**config.mk**
```make
export PLATFORM = sky130hd
export DESIGN_NAME = mcycle_unit
export DESIGN_NICKNAME = d
export VERILOG_FILES = /design/src/rtl/mcycle_unit.sv
export SDC_FILE = /design/constraint.sdc
export NUM_CORES = 1
export LEC_CHECK = 0
export CAP_MARGIN = 0
export CORE_MARGIN = 10
export CORE_UTILIZATION = 58
export CTS_BUF_LIST = sky130_fd_sc_hd__clkbuf_4 sky130_fd_sc_hd__clkbuf_8
export DETAILED_ROUTE_END_ITERATION = 8
export PLACE_DENSITY = 0.83
export RECOVER_POWER = 100
export SLEW_MARGIN = 40
export SYNTH_ARGS = -nofsm -noshare
export SYNTH_HDL_FRONTEND = slang
export SYNTH_SLANG_ARGS = --single-unit
export TNS_END_PERCENT = 10
```
**constraint.sdc**
```tcl
create_clock -name CLK -period 15.35 [get_ports CLK]
set_clock_uncertainty 0.05 [all_clocks]
set_input_delay 3.8375 -clock CLK [delete_from_list [all_inputs] [get_ports CLK]]
set_output_delay 3.8375 -clock CLK [all_outputs]
set_load 0.01 [all_outputs]
```
**src/rtl/mcycle_unit.sv**
```systemverilog
// mcycle_unit: iterative shift-add multiplier, plus restoring divider when MCYCLE_DIV_EN is defined.
// Busy stalls the PC from the Start cycle through the last step; results are registered for DONE.
module mcycle_unit #(
  parameter int WIDTH = 32
) (
  input  logic             CLK,
  input  logic             Reset,
  input  logic             Start,
  input  logic [1:0]       MCycleOp,
  input  logic [WIDTH-1:0] Operand1,
  input  logic [WIDTH-1:0] Operand2,
  output logic [WIDTH-1:0] Result1,
  output logic [WIDTH-1:0] Result2,
  output logic             Busy
);
  localparam int CW = $clog2(WIDTH);
  typedef enum logic [1:0] {IDLE, COMPUTE, DONE} state_t;
  state_t             r_state;
  logic [CW-1:0]      r_count;
  logic [WIDTH-1:0]   r_a, r_hi, r_lo;
  logic               r_neg_q;
  logic               w_go, w_last, w_sgn;
  logic [WIDTH-1:0]   w_mag1, w_mag2, w_hi, w_lo, w_res1, w_res2;
  logic [WIDTH:0]     w_sum;
  logic [2*WIDTH-1:0] w_mul, w_prod;
  assign w_sgn  = !MCycleOp[0];
  assign w_mag1 = (w_sgn && Operand1[WIDTH-1]) ? -Operand1 : Operand1;
  assign w_mag2 = (w_sgn && Operand2[WIDTH-1]) ? -Operand2 : Operand2;
  assign w_last = r_count == CW'(WIDTH - 1);
  assign Busy   = !Reset && (w_go || r_state == COMPUTE);
  // {r_hi, r_lo} is the partial product with the multiplier shifting out of r_lo
  assign w_sum  = {1'b0, r_hi} + (r_lo[0] ? {1'b0, r_a} : '0);
  assign w_mul  = {w_sum, r_lo[WIDTH-1:1]};
  assign w_prod = r_neg_q ? -w_mul : w_mul;
`ifdef MCYCLE_DIV_EN
  logic [WIDTH-1:0] r_b, r_op1, w_diff, w_dhi, w_dlo;
  logic             r_div, r_neg_r, w_ok;
  logic [WIDTH:0]   w_sh;
  assign w_go   = Start && r_state == IDLE;
  // divide: r_hi is the partial remainder, r_lo shifts the dividend out and quotient bits in
  assign w_sh   = {r_hi, r_lo[WIDTH-1]};
  assign w_ok   = w_sh >= {1'b0, r_b};
  assign w_diff = w_sh[WIDTH-1:0] - r_b;
  assign w_dhi  = w_ok ? w_diff : w_sh[WIDTH-1:0];
  assign w_dlo  = {r_lo[WIDTH-2:0], w_ok};
  assign w_hi   = r_div ? w_dhi : w_mul[2*WIDTH-1:WIDTH];
  assign w_lo   = r_div ? w_dlo : w_mul[WIDTH-1:0];
  assign w_res1 = !r_div ? w_prod[WIDTH-1:0] : r_b == '0 ? '1 : r_neg_q ? -w_dlo : w_dlo;
  assign w_res2 = !r_div ? w_prod[2*WIDTH-1:WIDTH] : r_b == '0 ? r_op1 : r_neg_r ? -w_dhi : w_dhi;
`else
  assign w_go   = Start && r_state == IDLE && !MCycleOp[1];
  assign w_hi   = w_mul[2*WIDTH-1:WIDTH];
  assign w_lo   = w_mul[WIDTH-1:0];
  assign w_res1 = w_prod[WIDTH-1:0];
  assign w_res2 = w_prod[2*WIDTH-1:WIDTH];
`endif
  always_ff @(posedge CLK) begin
    if (Reset) begin
      r_state <= IDLE;
      r_count <= '0;
      Result1 <= '0;
      Result2 <= '0;
    end else begin
      case (r_state)
        IDLE: if (w_go) begin
          r_state <= COMPUTE;
          r_count <= '0;
          r_hi    <= '0;
          r_a     <= w_mag1;
          r_neg_q <= w_sgn && (Operand1[WIDTH-1] ^ Operand2[WIDTH-1]);
`ifdef MCYCLE_DIV_EN
          r_lo    <= MCycleOp[1] ? w_mag1 : w_mag2;
          r_b     <= w_mag2;
          r_op1   <= Operand1;
          r_div   <= MCycleOp[1];
          r_neg_r <= w_sgn && Operand1[WIDTH-1];
`else
          r_lo    <= w_mag2;
`endif
        end
        COMPUTE: begin
          r_hi    <= w_hi;
          r_lo    <= w_lo;
          r_count <= r_count + CW'(1);
          if (w_last) begin
            Result1 <= w_res1;
            Result2 <= w_res2;
            r_state <= DONE;
          end
        end
        default: r_state <= IDLE;
      endcase
    end
  end
endmodule

```
==> reports/results.ini <==
[synthesis]
synth_top_family_by_area=simple AND/OR/NAND/NOR gates
synth_compound_area_share_pct=19.60
netlist_area_sq_mm=0.01097
synthAdderAreaFrac_pct=4.403
synth_top_area_cell=edfxtp_1
avgSynthCellArea_sq_um=8.733
syn_nets=1363
ys_ff_latch=168
synth_most_common_cell=nor2_1
synth_xor_area_share_pct=10.62
yosys.area_share.simple_pct=21.99
synth.area.top_cells=edfxtp_1 (27%), dfxtp_1 (13%), xor2_1 (5.7%), nor2_1 (5.1%), xnor2_1 (5.0%)
synthTopCellsByCount=nor2_1 (150), nand2_1 (113), edfxtp_1 (97)
yosysWarnings=0
synthCells=1256
synthArstFlopShare_pct=0
synth_edf_count=97
yosysSeqAreaShare_pct=39.51
synth.distinct_cells=70
synth-main-ff-cell=edfxtp_1
yosys-mux-area-fraction_pct=0.7642
post-synth-top-area-fraction_pct=26.55

[drt]
highest_layer=met4
post_drt_wl_per_cell_um=18.57
wl_met3_um=1875
dr_total_vias=9793
dr.pass1.iters=5
avgViaCountPerCell=6.144
route.detailed.drc=0
dr.first_iter.drc_count=1002
m1WireLength_um=12700
wirelength_um=29610
ant_nets=0
met2_length_um=14200

[global_route]
grt_max_degree=77
grt_pass1_vias=9246
grt_antenna_before_repair=0
grt_use_total_pct=23.75
grt_pass1_wl_um=47580
grt_overflow_total=0

[timing]
hold_viol=0
finalSetupViolations=0
hold_slack_ns=0.3999
slew_headroom_pct=-155.7
period_needed_ns=11.10
tightest_slew_ns=3.836
post-route-period-util_pct=72.32
setup_tns_ns=0
slew_viol_final=176
rsz0062_at_grt=false
clock.fmax_mhz=90.08

[worst_setup_path]
cp.arrival_ns=7.21
endpoint_kind=primary output
critPathMaxFanout=76
path_class=primary input to primary output
start_kind=primary input
required_ns=11.46

[die]
io_pins=134
die_y_um=157.5
die_w_um=157.5
core_sq_mm=0.01864
dieArea_sq_mm=0.02481
initial_utilization_pct=58.84
num_rows=50

[power]
power.leakage_uw=0.004638
p_int_uw=748.9
power_uw=1053
ir_worst_vdd_v=0.00004998
p_sw_share_pct=28.87
p_seq_share_pct=48.1
powerDensity_mw_per_mm2=81.94
power.switching_uw=303.9
combPwrFrac_pct=19.1
power_frac_clock_pct=32.8

[outcome]
violations=capacitance limit, slew limit
outcome=finished, violations left

[final_layout]
multiInputGateArea_sq_mm=0.006306
final_cell_area_sq_mm=0.01285
fin_nets=1454
seq_area_sq_mm=0.004334
drive_above_1_share_pct=3.971
layout.cells.non_filler=1594
area_delta_synth_final_pct=17.13
diodes=0
fillers=1501

[clock_tree]
post_cts_buffers=0
cts.sinks=168
clockRootBuffer=clkbuf_8
cts.repair.resized=0
cts_buffers=17
clk_pin_slew_ns=0.08
cts_hold_buf=0
ctsLongestPathBuffers=2
htreeDepth=4
cts_tree=yes
insertion_delay_ns=0.47

[flow_run]
maxCapViolations=3

[place]
port_buffers=133
post-dp-hpwl_um=22140
place_congestion=0.9381
place_inst=1561
postPlaceCellArea_sq_mm=0.01244

[hold_path]
hp-class=register to register

## logic make-up after synthesis
group                      count (synthesis)
buffers and inverters                     90
xor gates and xnor gates                 133
DFF                                      168
and+or+nand+nor                          486
adders and majority gates                 38
AOI/OAI and AO/OA                        333
muxes                                      8
## cell usage in the layout (no fill, tap or decap), drive strengths merged, types with 16 or more instances in the layout
master / count
xor2: 71
or4: 20
dfxtp: 71
nand3: 16
nor4: 19
inv: 25
or3: 17
dlygate4sd3: 69
nand2: 113
and2: 42
xnor2: 62
a211oi: 57
clkbuf: 24
edfxtp: 97
a21oi: 74
o21ai: 99
nor3: 30
ha: 37
nor2: 150
clkdlybuf4s50: 63
## routing by layer
metal  vias up  global-route usage [%]
met2       356                   39.07
met1      4587                   30.44
met4         0                   9.261
met5         -                       0
met3        59                   4.094
li1       4791                       -
## per-stage QoR
stage                     setup slack [ns]  utilization [%]
final                                4.249            68.92
after global routing                 3.996            68.92
after CTS                            6.193            69.07
after detailed placement             6.192            66.75
after global placement               6.209            66.44
after floorplan                      6.089                -
## critical path: stages
cell           delay, ns
buf_2               0.07
clkbuf_1            2.47
nor3_1              0.07
dlygate4sd3_1       0.74
## cell type report
type	instances	share of cell area [%]
clock buffer	20	2.094
clock inverter	12	1.276
inverter	21	0.6135
multi-input combinational	998	49.08
sequential	168	33.73
tap	234	2.279
timing repair buffer	141	10.93
## registers in the layout, summed over array words and instances, names as in the netlist
signal / flops
r_count: 5
r_neg_q: 1
Result2: 32
r_a: 32
r_state: 2
r_lo: 32
Result1: 32
r_hi: 32
## power by group through the flow
stage,registers (uW),logic (uW),clock network (uW)
6_report,506,201,346
3_5_place_dp,516,198,0
4_1_cts,505,200,351
5_1_grt,508,221,369
3_3_place_gp,515,192,0
2_1_floorplan,513,136,0
## path summary, 6_finish.rpt
kind	start	to	slack (ns)	cells after the start
setup / recovery	Reset	Busy	4.25	4
hold / removal	Result2[10]	Result2[10]	0.40	2
setup reg to reg	r_lo[0]	Result2[31]	9.31	15
hold reg to reg	Result2[10]	Result2[10]	0.40	2
Note: power is estimated with default switching activity, not from simulation.
